--- config.mk ---
export PLATFORM = sky130hd
export DESIGN_NAME = pipeline_stall_ctrl
export DESIGN_NICKNAME = d
export VERILOG_FILES = /design/src/rtl/pipeline_stall_ctrl.sv
export SDC_FILE = /design/constraint.sdc
export NUM_CORES = 1
export LEC_CHECK = 0
export ABC_AREA = 1
export BUFFER_PORTS_ARGS = -buffer_cell sky130_fd_sc_hd__buf_4
export CORE_MARGIN = 4
export CORE_UTILIZATION = 23
export DETAILED_ROUTE_END_ITERATION = 8
export MAX_ROUTING_LAYER = met4
export PLACE_DENSITY_LB_ADDON = 0.12
export SLEW_MARGIN = 10
export SYNTH_ARGS = -nofsm -noshare
export SYNTH_HDL_FRONTEND = slang
export SYNTH_SLANG_ARGS = --single-unit
export TNS_END_PERCENT = 30
--- constraint.sdc ---
create_clock -name clk -period 1.8 [get_ports clk]
set_input_delay 0.27 -clock clk [delete_from_list [all_inputs] [get_ports clk]]
set_output_delay 0.27 -clock clk [all_outputs]
set_load 0.02 [all_outputs]
--- src/rtl/pipeline_stall_ctrl.sv ---
`timescale 1ns/1ps
// Pipeline sequencing controller: arbitrates freeze / redirect / load-use / halt
// into pipeline-register enables, drains the pipe on halt, keeps saturating counters.
module pipeline_stall_ctrl #(
    parameter int DRAIN_CYCLES = 3,
    parameter int CNT_W        = 32
) (
    input  logic             clk,
    input  logic             reset_n,
    input  logic             load_use_stall,
    input  logic             branch_taken,
    input  logic             halt_req,
    input  logic             dmem_req,
    input  logic             dmem_ready,
    output logic             pc_write,
    output logic             if_id_write,
    output logic             if_id_flush,
    output logic             id_ex_bubble,
    output logic             pipe_freeze,
    output logic             halted,
    output logic [CNT_W-1:0] cycle_count,
    output logic [CNT_W-1:0] stall_count,
    output logic [CNT_W-1:0] flush_count,
    output logic [CNT_W-1:0] freeze_count
);

    typedef enum logic [1:0] {
        S_RUN    = 2'd0,
        S_DRAIN  = 2'd1,
        S_HALTED = 2'd2
    } state_t;

    localparam logic [2:0]       DRAIN_INIT = 3'(DRAIN_CYCLES);
    localparam logic [CNT_W-1:0] CNT_MAX    = {CNT_W{1'b1}};

    state_t           r_state;
    state_t           w_next_state;
    logic [2:0]       r_drain_cnt;
    logic [2:0]       w_next_drain_cnt;

    logic             w_freeze;
    logic             w_inc_cycle;
    logic             w_inc_stall;
    logic             w_inc_flush;
    logic             w_inc_freeze;

    logic [CNT_W-1:0] r_cycle_cnt;
    logic [CNT_W-1:0] r_stall_cnt;
    logic [CNT_W-1:0] r_flush_cnt;
    logic [CNT_W-1:0] r_freeze_cnt;

    assign w_freeze = dmem_req & ~dmem_ready;

    always_ff @(posedge clk or negedge reset_n) begin
        if (!reset_n) begin
            r_state     <= S_RUN;
            r_drain_cnt <= 3'd0;
        end else begin
            r_state     <= w_next_state;
            r_drain_cnt <= w_next_drain_cnt;
        end
    end

    always_comb begin
        w_next_state     = r_state;
        w_next_drain_cnt = r_drain_cnt;
        case (r_state)
            S_RUN: begin
                if (!w_freeze && !branch_taken && !load_use_stall && halt_req) begin
                    w_next_state     = S_DRAIN;
                    w_next_drain_cnt = DRAIN_INIT;
                end
            end
            S_DRAIN: begin
                // A frozen cycle does not advance the halt toward WB, so the count holds.
                if (!w_freeze) begin
                    if (r_drain_cnt <= 3'd1) begin
                        w_next_state     = S_HALTED;
                        w_next_drain_cnt = 3'd0;
                    end else begin
                        w_next_drain_cnt = r_drain_cnt - 3'd1;
                    end
                end
            end
            S_HALTED: begin
                w_next_state = S_HALTED;
            end
            default: begin
                w_next_state     = S_RUN;
                w_next_drain_cnt = 3'd0;
            end
        endcase
    end

    always_comb begin
        pc_write     = 1'b0;
        if_id_write  = 1'b0;
        if_id_flush  = 1'b0;
        id_ex_bubble = 1'b0;
        pipe_freeze  = 1'b0;
        w_inc_cycle  = 1'b0;
        w_inc_stall  = 1'b0;
        w_inc_flush  = 1'b0;
        w_inc_freeze = 1'b0;
        case (r_state)
            S_RUN: begin
                w_inc_cycle = 1'b1;
                if (w_freeze) begin
                    pipe_freeze  = 1'b1;
                    w_inc_freeze = 1'b1;
                end else if (branch_taken) begin
                    pc_write     = 1'b1;
                    if_id_write  = 1'b1;
                    if_id_flush  = 1'b1;
                    id_ex_bubble = 1'b1;
                    w_inc_flush  = 1'b1;
                end else if (load_use_stall) begin
                    id_ex_bubble = 1'b1;
                    w_inc_stall  = 1'b1;
                end else if (halt_req) begin
                    // Halt moves into EX while fetch stops; IF/ID gets a NOP behind it.
                    if_id_write  = 1'b1;
                    if_id_flush  = 1'b1;
                end else begin
                    pc_write     = 1'b1;
                    if_id_write  = 1'b1;
                end
            end
            S_DRAIN: begin
                w_inc_cycle = 1'b1;
                if (w_freeze) begin
                    pipe_freeze  = 1'b1;
                    w_inc_freeze = 1'b1;
                end else begin
                    id_ex_bubble = 1'b1;
                end
            end
            default: begin
                pipe_freeze = 1'b1;
            end
        endcase
        if (!reset_n) begin
            pc_write     = 1'b0;
            if_id_write  = 1'b0;
            if_id_flush  = 1'b0;
            id_ex_bubble = 1'b0;
            pipe_freeze  = 1'b1;
            w_inc_cycle  = 1'b0;
            w_inc_stall  = 1'b0;
            w_inc_flush  = 1'b0;
            w_inc_freeze = 1'b0;
        end
    end

    assign halted = (r_state == S_HALTED);

    // Saturating counters: each holds at all-ones instead of wrapping.
    always_ff @(posedge clk or negedge reset_n) begin
        if (!reset_n) begin
            r_cycle_cnt  <= '0;
            r_stall_cnt  <= '0;
            r_flush_cnt  <= '0;
            r_freeze_cnt <= '0;
        end else begin
            if (w_inc_cycle && (r_cycle_cnt != CNT_MAX))
                r_cycle_cnt <= r_cycle_cnt + 1'b1;
            if (w_inc_stall && (r_stall_cnt != CNT_MAX))
                r_stall_cnt <= r_stall_cnt + 1'b1;
            if (w_inc_flush && (r_flush_cnt != CNT_MAX))
                r_flush_cnt <= r_flush_cnt + 1'b1;
            if (w_inc_freeze && (r_freeze_cnt != CNT_MAX))
                r_freeze_cnt <= r_freeze_cnt + 1'b1;
        end
    end

    assign cycle_count  = r_cycle_cnt;
    assign stall_count  = r_stall_cnt;
    assign flush_count  = r_flush_cnt;
    assign freeze_count = r_freeze_cnt;

endmodule

-- Yosys cells after proc, flatten, opt, wreduce, memory -nomap -nowiden
Cells that the tools add are included.
- bits of input ports: 7
- memories kept: 0
- memory bits (read-only): 0
- latch bits: 0
- output and inout port bits: 134
- bits in writable memories: 0
- logic and storage cells: 84
- register bits: 133
- equal/unequal tests: 9
- reduce and logical (&&, ||, !) cells: 14
- mux-type cells: 46
- order comparisons: 1
- $mul: 0
- bitwise logic cells: 3
- add/sub/neg operators: 5
- div/mod/pow operators: 0
- shift-type cells: 0
- operators by type and width (cell ; number):
    32-bit by 1-bit adder with 32-bit output, second input constant ; 4
    32-bit != test, second input constant ; 4
    1-bit two-way mux ; 37
    3-bit two-way mux ; 3
    3-bit one-hot mux with 3 select lines ; 1
    1-bit logical AND ; 7
    2-bit two-way mux ; 3
    2-bit != test, second input constant ; 3
    2-bit one-hot mux with 3 select lines ; 1
    3-bit AND reduction ; 2
    3-bit by 1-bit less-or-equal comparator with 1-bit output, second input constant ; 1
    1-bit zero test ; 3
    3-bit by 1-bit subtractor with 3-bit output, second input constant ; 1
    2-bit by 1-bit equality test with 1-bit output, second input constant ; 1
    2-bit equality test, second input constant ; 1
    2-bit zero test ; 1
    1-bit NOT ; 2
    1-bit one-hot mux with 2 select lines ; 1
    2-bit OR reduction ; 1
    1-bit bitwise AND ; 1

-- Longest topological paths before layout
Gate-level depths: netlist (run 1).
- depth in word-level cells: 8
- mapped depth: 11
- depth with buffers taken out: 11

-- Least setup slack after synthesis (run 1)
Ideal clock, no wire load.
- kind: flip-flop to flip-flop
- from: register r_freeze_cnt[0], in the netlist freeze_count[0]
- to: register r_freeze_cnt[0], in the netlist freeze_count[0]
- slack: -0.075 ns
- buffers on the path: 2
- library setup time: 0.117 ns
- clock period less this slack: 1.875 ns
- data arrival time: 1.758 ns
- required time: 1.683 ns
- stages on the path, launching flop included: 11
- cell sequence: dfrtp_1 > ha_1 > inv_2 > nor2_2 > nand2_2 > nor2_2 > a21oi_1 > buf_2 > buf_6 > nand2_1 > nand2_1
- cells in the longest elaborated chain, start to end: 2
- elaborated cells on any way between the ends: 3
- those cells by class: add/sub (1); eq/ne (1); reduce/logical (1)
- ends and longest elaborated chain (what ; line ; source):
    from (decl) ; 50 ; logic [CNT_W-1:0] r_freeze_cnt;
    from (signal assigned) ; 172 ; r_freeze_cnt <= r_freeze_cnt + 1'b1;
    branches (longest 2 deep; another with 32-bit by 1-bit adder with 32-bit output) ; - ;
Several ways; the timed one is not identified.
A chain may end at the register's enable or synchronous reset.

-- Final worst setup path (run 1)
- from: register r_state[1]
- to: output id_ex_bubble
- cells in the longest elaborated chain, start to end: 3
- elaborated cells on any way between the ends: 4
- those cells by class: eq/ne (1); mux (2); reduce/logical (1)
- ends and longest elaborated chain (what ; line ; source):
    from (decl) ; 36 ; state_t r_state;
    from (signal assigned) ; 59 ; r_state <= w_next_state;
    2-bit by 1-bit equality test with 1-bit output or 2-bit zero test (tied branches) ; 105 ; case (r_state)
    1-bit one-hot mux with 2 select lines (*) ; 105 ;
    1-bit two-way mux (*) ; 142 ; if (!reset_n) begin
    to (decl) ; 18 ; output logic id_ex_bubble,
Mark *: on every way between the ends. The rest lies on a longest branch, timed or not.

==> results.cfg, run 1 <==
[floorplan]
pin_count = 141
die_w_um = 205
die_h_um = 205
die_area_um2 = 42000
start_util_pct = 23.5
core_um2 = 37900
rows = 71

[worst_setup_path]
crit_fanout = 3
critPathBufInv = 3
critPathTopFamily = buffers and inverters
crit_type = register to output pin
worstPathRequired_ns = 1.53
r2r_cells = 12
endpoint = id_ex_bubble
path_depth = 6
start_kind = register
cp-startpoint = r_state[1]$_DFFE_PN0P_
rr_endpoint = flush_count[7]$_DFFE_PN0P_
end_kind = output pin
crit_path_max_incr_delay_ns = 0.38
cp.arrival_ns = 1.67
path_cells = inv_2, ha_2, nand2_2, buf_4, a21oi_4, buf_6
r2r_slack_ns = 0
r2r_start = r_state[1]$_DFFE_PN0P_
critPathSlowestCell = dfrtp_1

[min_path]
hp-class = input pin to async pin

[timing]
fin_ws_ns = -0.135
fin_crit_sh_pct = 108
timing.hold.ws_ns = -0.0477
rsz0062_at_grt = yes
totalNegativeSetupSlack_ns = -0.435
worst-slew-pin-transition_ns = 0.831
maxSlewViolCount = 0
finClkSkew_ns = 0.00964
hold_violations = 14
slew_headroom_pct = 44.6
fmax_ghz = 0.517
period_needed_ns = 1.94
setup_viol = 4

[synthesis]
yosysWarnings = 0
synthTopCellsByArea = dfrtp_1, nand2_1, nor2_1
synth_seq_area_share_pct = 37.3
avgSynthCellArea_um2 = 6.26
synth-async-reset-ratio_pct = 100
synthFlopType = dfrtp_1
yosys_register_bits = 133
synth_top_area_share_pct = 37.3
netlist_area_um2 = 8920
syn_nets = 1441
syn_inst = 1426
yosysTopAreaCell = dfrtp_1
ys_types = 26
synth-edff-count = 0

[grt]
track_usage_pct = 15.9
top_usage_layer = met2
grt_max_degree = 124
grt.met3_usage_pct = 2.34
antenna_found_initial = 0
grt_pass1_vias = 9152
use_met1_pct = 22.4
overflow = 0
use_met2_pct = 24.2
grt_pass1_wl_mm = 51.2

[cells_and_area]
mostFrequentLayoutCell = nand2_1
fin_cells = 2215
syn2layout_area_growth_pct = 38.2
antenna_cells = 0
nNetsFinal = 1708
multi_input_area_um2 = 5170
seqCellArea_um2 = 3340
drive_gt1_share_pct = 21.7
filler_cell_count = 4229
final_cell_mix = nand2_1, buf_4, nor2_1

[clock_tree]
cts_max_level = 4
insertion_delay_ns = 0.44
cts_max_path_buffers = 2
numCtsBuffers = 17
cts_root_buf = clkbuf_16
cts_tree = built
clk_pin_slew_worst_paths_ns = 0.06
cts.sinks = 133

[power_and_ir_drop]
p_leak_nw = 5.96
irDropWorstVdd_uv = 641
p_per_area_nw_per_um2 = 538

[drt]
initialDrtViolationCount = 448
wl_mm = 32.2
num_vias = 9410
drtPass1Iterations = 5
via_per_inst = 4.25
ant_nets = 0
drcViolationCount = 0
wl_per_cell_um = 14.5

[place]
dp_cells = 2167
routabilityCongestion = 0.857
dpl.hpwl_mm = 24.1
io_buffers = 140

[run_status]
status = complete, but fails checks
violations = hold timing, setup timing

[job]
maxCapViolations = 0
==> kinds of logic after synthesis <==
group                      count (synthesis)  share of synthesized area, %
AOI/OAI and AO/OA                         25                          1.40
buffers and inverters                    138                          6.58
xor gates and xnor gates                  49                          4.81
adders and majority gates                  8                          1.12
and+or+nand+nor                         1073                          48.8
DFF                                      133                          37.3
==> worst min-delay path by stage <==
stage / startpoint / to / depth (start not counted)
6_report: reset_n / flush_count[12]$_DFFE_PN0P_ / 2
5_1_grt: reset_n / flush_count[10]$_DFFE_PN0P_ / 2
4_1_cts: reset_n / flush_count[17]$_DFFE_PN0P_ / 2
3_5_place_dp: reset_n / r_state[1]$_DFFE_PN0P_ / 1
3_3_place_gp: reset_n / r_state[1]$_DFFE_PN0P_ / 1
2_1_floorplan: reset_n / cycle_count[0]$_DFFE_PN0P_ / 0
==> cell usage after synthesis (8+ instances only) <==
cell and count:
xor2_1 28, nand2_1 721, a21oi_1 9, ha_1 8, xnor2_1 21, nand4_1 17
nand3_1 69, nand3b_1 18, o21ai_0 10, inv_1 109, nor2_1 212, dfrtp_1 133
==> stage by stage <==
step                cell area (um^2)  worst slack (ns)  power (mW)  hold slack [ns]  utilization, %
detailed placement             11400           -0.0592        3.15           0.0750            30.1
global placement               11400           -0.0452        3.15           0.0758            30.1
global route                   12300            -0.221        6.88           0.0207            32.5
CTS                            12100            -0.180        6.77           0.0399            31.9
finish                         12300            -0.135        6.63          -0.0477            32.5
floorplan                       8930           -0.0313        3.05          -0.0256               -
==> sequential cells by signal (all words and copies together) (netlist names) <==
name and flops:
r_drain_cnt 3, stall_count 32, flush_count 32, r_state 2
freeze_count 32, cycle_count 32
==> layout make-up <==
class | instances | area share, %
multi-input cells | 1155 | 41.9
flip-flops and latches | 133 | 27.1
repair buffers | 271 | 17.8
well taps | 511 | 5.18
clock buffers | 26 | 3.97
inverters | 115 | 3.52
clock inverters | 4 | 0.588
==> power by group <==
part	switching, mW	internal [mW]
logic	0.0854	0.0205
clock network	1.40	2.13
registers	0	2.99
total	1.49	5.14
==> what timing repair did <==
item,4_1_cts,5_1_grt
endpoints found under the setup margin,38,125
hold endpoints to repair,1,0
pin swaps,5,9
resized for setup,24,37
cloned,0,2
setup buffers,6,9
hold buffers,1,0
==> per-layer routing <==
metal / share of wire (%) / vias to the layer above
met4: 0.92 / 0
met3: 3.3 / 16
met1: 51 / 4320
met5: 0 / -
li1: - / 4906
met2: 45 / 168
(Power assumes the default switching activity.)
==> run 2, diff against run 1 <==
CORE_UTILIZATION = 45   (was 23)
SETUP_SLACK_MARGIN = 0.4   (was unset)
==> run 2 against run 1 <==
Final cell count shrank 11%. Largest power group unchanged. The run still ends with hold timing, setup timing left. Routed wire length shrank 11%. Final area grew 6.9%. Highest routed layer unchanged.
==> results.cfg, run 2 (synthesized netlist as in run 1, its figures left out) <==
[run_status]
status = complete, but fails checks
violations = hold timing, setup timing

[timing]
rsz0062_at_grt = yes
maxSlewViolCount = 0
worst-slew-pin-transition_ns = 0.800
finClkSkew_ns = 0.0118
period_needed_ns = 2.00
fin_crit_sh_pct = 111
fin_ws_ns = -0.204
setup_viol = 68
hold_violations = 13
timing.hold.ws_ns = -0.0611
slew_headroom_pct = 46.7
fmax_ghz = 0.499

[clock_tree]
cts_tree = built
cts_max_level = 4
cts.sinks = 133
cts_max_path_buffers = 2
clk_pin_slew_worst_paths_ns = 0.06
numCtsBuffers = 17
insertion_delay_ns = 0.43
cts_root_buf = clkbuf_16

[power_and_ir_drop]
irDropWorstVdd_uv = 574
p_leak_nw = 6.30
p_per_area_nw_per_um2 = 516
p_total_mw = 6.80

[grt]
antenna_found_initial = 0
grt_pass1_vias = 9607
grt_pass1_wl_mm = 46.9
track_usage_pct = 26.8
overflow = 0
grt_max_degree = 132

[drt]
wl_per_cell_um = 14.5
ant_nets = 0
wl_mm = 28.5
drt-met1-wl_mm = 12.3
dr.max_layer_used = met4
dr_wl_met3_mm = 1.60
met2_length_mm = 13.9
initialDrtViolationCount = 562
drcViolationCount = 0
num_vias = 9916
via_per_inst = 5.05
drtPass1Iterations = 6

[cells_and_area]
antenna_cells = 0
filler_cell_count = 1676
drive_gt1_share_pct = 30.2
final_cell_mix = nand2_1, nor2_1, buf_4
multi_input_area_um2 = 5700
seqCellArea_um2 = 3380
mostFrequentLayoutCell = nand2_1
fin_util_pct = 67.7
nNetsFinal = 1700
syn2layout_area_growth_pct = 47.7

[worst_setup_path]
path_cells = inv_2, ha_4, nand2_4, inv_4, buf_6, buf_6, buf_6, nand3_4, buf_6, a21oi_4, buf_6, buf_6, buf_16, nand2_4, nand2_2
crit_top_cell = buf_6
r2r_cells = 15
crit_type = register to register
crit_path_max_incr_delay_ns = 0.43
cp.arrival_ns = 2.37
crit_fanout = 5
worstPathRequired_ns = 2.17
rr_endpoint = flush_count[11]$_DFFE_PN0P_
r2r_start = r_state[0]$_DFFE_PN0P_
r2r_slack_ns = -0.20
critPathSlowestCell = dfrtp_1
start_kind = register
end_kind = register

[job]
maxCapViolations = 0

[min_path]
hp-class = input pin to async pin

[place]
io_buffers = 140
routabilityCongestion = 0.947
dpl.hpwl_mm = 19.2

[floorplan]
core_um2 = 19500
start_util_pct = 45.9
pin_count = 141
die_h_um = 149
die_area_um2 = 22100
die_w_um = 149
rows = 51
==> run 2: cell types whose count changed in the layout (fill, tap and decap cells not counted), sizes merged <==
cell,before,now
buf,268,262
bufinv,2,3
clkbuf,28,20
clkinv,1,6
clkinvlp,1,2
inv,115,116
==> run 2: power by group <==
group | internal (mW) | switching (mW) | total [mW] | leakage (nW)
sequential | 2.99 | 0 | 2.99 | 1.78
clock | 2.29 | 1.42 | 3.71 | 0.302
combinational | 0.0191 | 0.0802 | 0.0993 | 4.21
==> run 2: timing repair <==
item                                   CTS  global route
gates resized for setup                187           145
setup endpoints to repair              162           181
pin swaps                               82            93
buffers inserted                        41             3
endpoints found under the hold margin    2             0
hold buffers                             1             0
gates cloned                             8             0
==> run 2: worst max path at each step <==
stage                               startpoint                           to  slack, ns  cells past startpoint
floorplan           stall_count[1]$_DFFE_PN0P_  stall_count[28]$_DFFE_PN0P_       0.18                     11
global placement    cycle_count[7]$_DFFE_PN0P_  cycle_count[15]$_DFFE_PN0P_       0.11                      9
detailed placement  flush_count[0]$_DFFE_PN0P_  flush_count[28]$_DFFE_PN0P_       0.05                     10
CTS                     r_state[0]$_DFFE_PN0P_                     pc_write      -0.12                      9
global route            r_state[1]$_DFFE_PN0P_  flush_count[23]$_DFFE_PN0P_      -0.27                     15
finish                  r_state[0]$_DFFE_PN0P_  flush_count[11]$_DFFE_PN0P_      -0.20                     15
==> run 2: area by class of cell <==
cell class              instances  share of cell area [%]
multi-input cells            1155                    43.2
flip-flops and latches        133                    25.6
repair buffers                263                    20.4
clock buffers                  20                    3.54
inverters                     115                    3.48
well taps                     265                    2.52
clock inverters                12                    1.15
==> run 2: per-layer routing <==
layer	vias to the layer above	GRT usage (%)
met2	332	43.4
met1	4611	34.4
li1	4901	-
met3	72	4.44
met5	-	-
met4	0	9.20
==> run 2: worst max-delay path, delay by kind of cell, from the launching register on <==
family	cells	cell delay, ns
AO/OA/AOI/OAI	1	0.16
adder cells (fa/ha/maj)	1	0.14
buffers and inverters	9	0.97
flip-flops	1	0.43
AND/OR/NAND/NOR	4	0.24
==> run 2: metrics by stage <==
| stage | cells | setup TNS [ns] | hold WS, ns | instance area, um^2 | setup slack, ns |
|---|---|---|---|---|---|
| floorplan | 1426 | 0 | -0.0256 | 9080 | 0.177 |
| global placement | 1878 | 0 | 0.0729 | 10900 | 0.110 |
| detailed placement | 1878 | 0 | 0.0724 | 10900 | 0.0521 |
| CTS | 1960 | -2.34 | 0.0472 | 12700 | -0.124 |
| global route | 1963 | -13.55 | 0.0369 | 13200 | -0.274 |
| finish | 1963 | -8.14 | -0.0611 | 13200 | -0.204 |
==> run 3, diff against run 2 <==
REMOVE_ABC_BUFFERS = 1   (was unset)
SLEW_MARGIN = 15   (was 10)
==> run 3 against run 2 <==
The run ends with setup timing left. Hold slack improved by 0.45 ns. Global-route usage fell by 1.6 points. Total power fell by 7.0%. Critical endpoint is now id_ex_bubble.
==> results.cfg, run 3 (synthesized netlist as in run 1, its figures left out) <==
[worst_setup_path]
critPathBufInv = 3
r2r_cells = 12
cp-startpoint = r_state[0]$_DFFE_PN0P_
start_kind = register
crit_top_cell = nand2_4
end_kind = output pin
rr_endpoint = stall_count[6]$_DFFE_PN0P_
crit_path_max_incr_delay_ns = 0.40
r2r_slack_ns = -0.03
worstPathRequired_ns = 1.53
path_cells = buf_4, ha_4, nand2_4, nand2_2, buf_12, nand2_4, a21oi_4, buf_6
cp.arrival_ns = 1.66
critPathTopFamily = buffers and inverters
crit_fanout = 3
r2r_start = r_state[0]$_DFFE_PN0P_
critPathSlowestCell = dfrtp_1
crit_type = register to output pin
path_depth = 8

[cells_and_area]
syn2layout_area_growth_pct = 41.2
nNetsFinal = 1680
antenna_cells = 0
drive_gt1_share_pct = 27.0
final_cell_mix = nand2_1, nor2_1, buf_4
mostFrequentLayoutCell = nand2_1
fin_util_pct = 64.7

[drt]
initialDrtViolationCount = 611
wl_per_cell_um = 14.2
wl_mm = 27.5
ant_nets = 0
via_per_inst = 4.96
drcViolationCount = 0
num_vias = 9634
drtPass1Iterations = 5

[run_status]
violations = setup timing
status = complete, but fails checks

[power_and_ir_drop]
p_leak_nw = 6.06
p_total_mw = 6.32
pwr-share-clk_pct = 51.1
p_per_area_nw_per_um2 = 502
swShare_pct = 22.2
irDropWorstVdd_uv = 621
power.switching_mw = 1.40
combPwrFrac_pct = 1.6
pwr-share-seq_pct = 47.3
internal-power_mw = 4.92

[clock_tree]
insertion_delay_ns = 0.43
cts_max_path_buffers = 2
cts_tree = built
numCtsBuffers = 17
clk_pin_slew_worst_paths_ns = 0.05
cts_root_buf = clkbuf_16
cts.sinks = 133
cts_max_level = 4

[floorplan]
die_area_um2 = 22100
core_um2 = 19500
rows = 51
die_h_um = 149
pin_count = 141
start_util_pct = 45.9
die_w_um = 149

[timing]
slew_headroom_pct = 63.2
totalNegativeSetupSlack_ns = -0.574
period_needed_ns = 1.93
fin_ws_ns = -0.132
setup_viol = 22
fin_crit_sh_pct = 107
worst-slew-pin-transition_ns = 0.551
rsz0062_at_grt = yes
finClkSkew_ns = 0.0141
hold_violations = 0
fmax_ghz = 0.518
maxSlewViolCount = 0

[place]
io_buffers = 140
routabilityCongestion = 0.879
post-place-ws_ns = -0.0406
dpl.hpwl_mm = 19.5

[grt]
grt_pass1_vias = 9014
grt_pass1_wl_mm = 43.9
overflow = 0
grt_max_degree = 100
track_usage_pct = 25.2
antenna_found_initial = 0

[min_path]
hold_end = r_state[1]$_DFFE_PN0P_
holdPathStages = 5
hp-class = input pin to register
worstHoldStart = halt_req

[job]
maxCapViolations = 0
run 3: layer usage:
layer / vias to the layer above / part of all wire (%) / GRT usage [%]
met5: - / 0 / -
met1: 4507 / 45 / 32.4
met3: 43 / 5.1 / 4.19
li1: 4854 / - / -
met4: 0 / 1.9 / 7.78
met2: 230 / 49 / 41.1
run 3: repair_timing:
action,in CTS,in global routing
hold endpoints to repair,109,0
endpoints found under the setup margin,159,186
resized for setup,64,243
cloned,1,3
hold buffers,1,0
pin swaps,10,70
setup buffers,18,9
run 3: tightest hold or removal path: stages:
cell and delay [ns]:
buf_4 0.13, nand3_1 0.08, nand2_1 0.09, nand3_2 0.13
a21oi_1 0.08
run 3: power by group through the flow:
stage          combinational, mW  clock, mW  sequential [mW]
6_report                   0.101       3.23             2.99
3_3_place_gp              0.0951          0             3.04
3_5_place_dp              0.0960          0             3.04
5_1_grt                    0.117       3.44             2.99
2_1_floorplan            0.00630          0             3.05
4_1_cts                    0.103       3.30             2.99
run 3: area by class of cell:
| type | instances | area [um^2] |
|---|---|---|
| flip-flops and latches | 133 | 3360 |
| repair buffers | 243 | 2320 |
| inverters | 115 | 454 |
| well taps | 265 | 332 |
| clock buffers | 21 | 450 |
| clock inverters | 10 | 83.8 |
| multi-input cells | 1155 | 5600 |
| fillers | 1774 | 6870 |
run 3: worst max path at each step:
stage | end | slack, ns
2_1_floorplan | flush_count[10]$_DFFE_PN0P_ | -0.64
3_3_place_gp | stall_count[5]$_DFFE_PN0P_ | 0.04
3_5_place_dp | stall_count[2]$_DFFE_PN0P_ | -0.04
4_1_cts | pc_write | -0.14
5_1_grt | pc_write | -0.20
6_report | id_ex_bubble | -0.13
run 3: stage by stage:
stage               hold WS [ns]  std cells  instance area [um^2]
floorplan                -0.0256       1403                  8770
global placement           0.398       1879                 10800
detailed placement         0.396       1879                 10800
CTS                        0.390       1930                 11600
global route               0.419       1942                 12600
finish                     0.393       1942                 12600
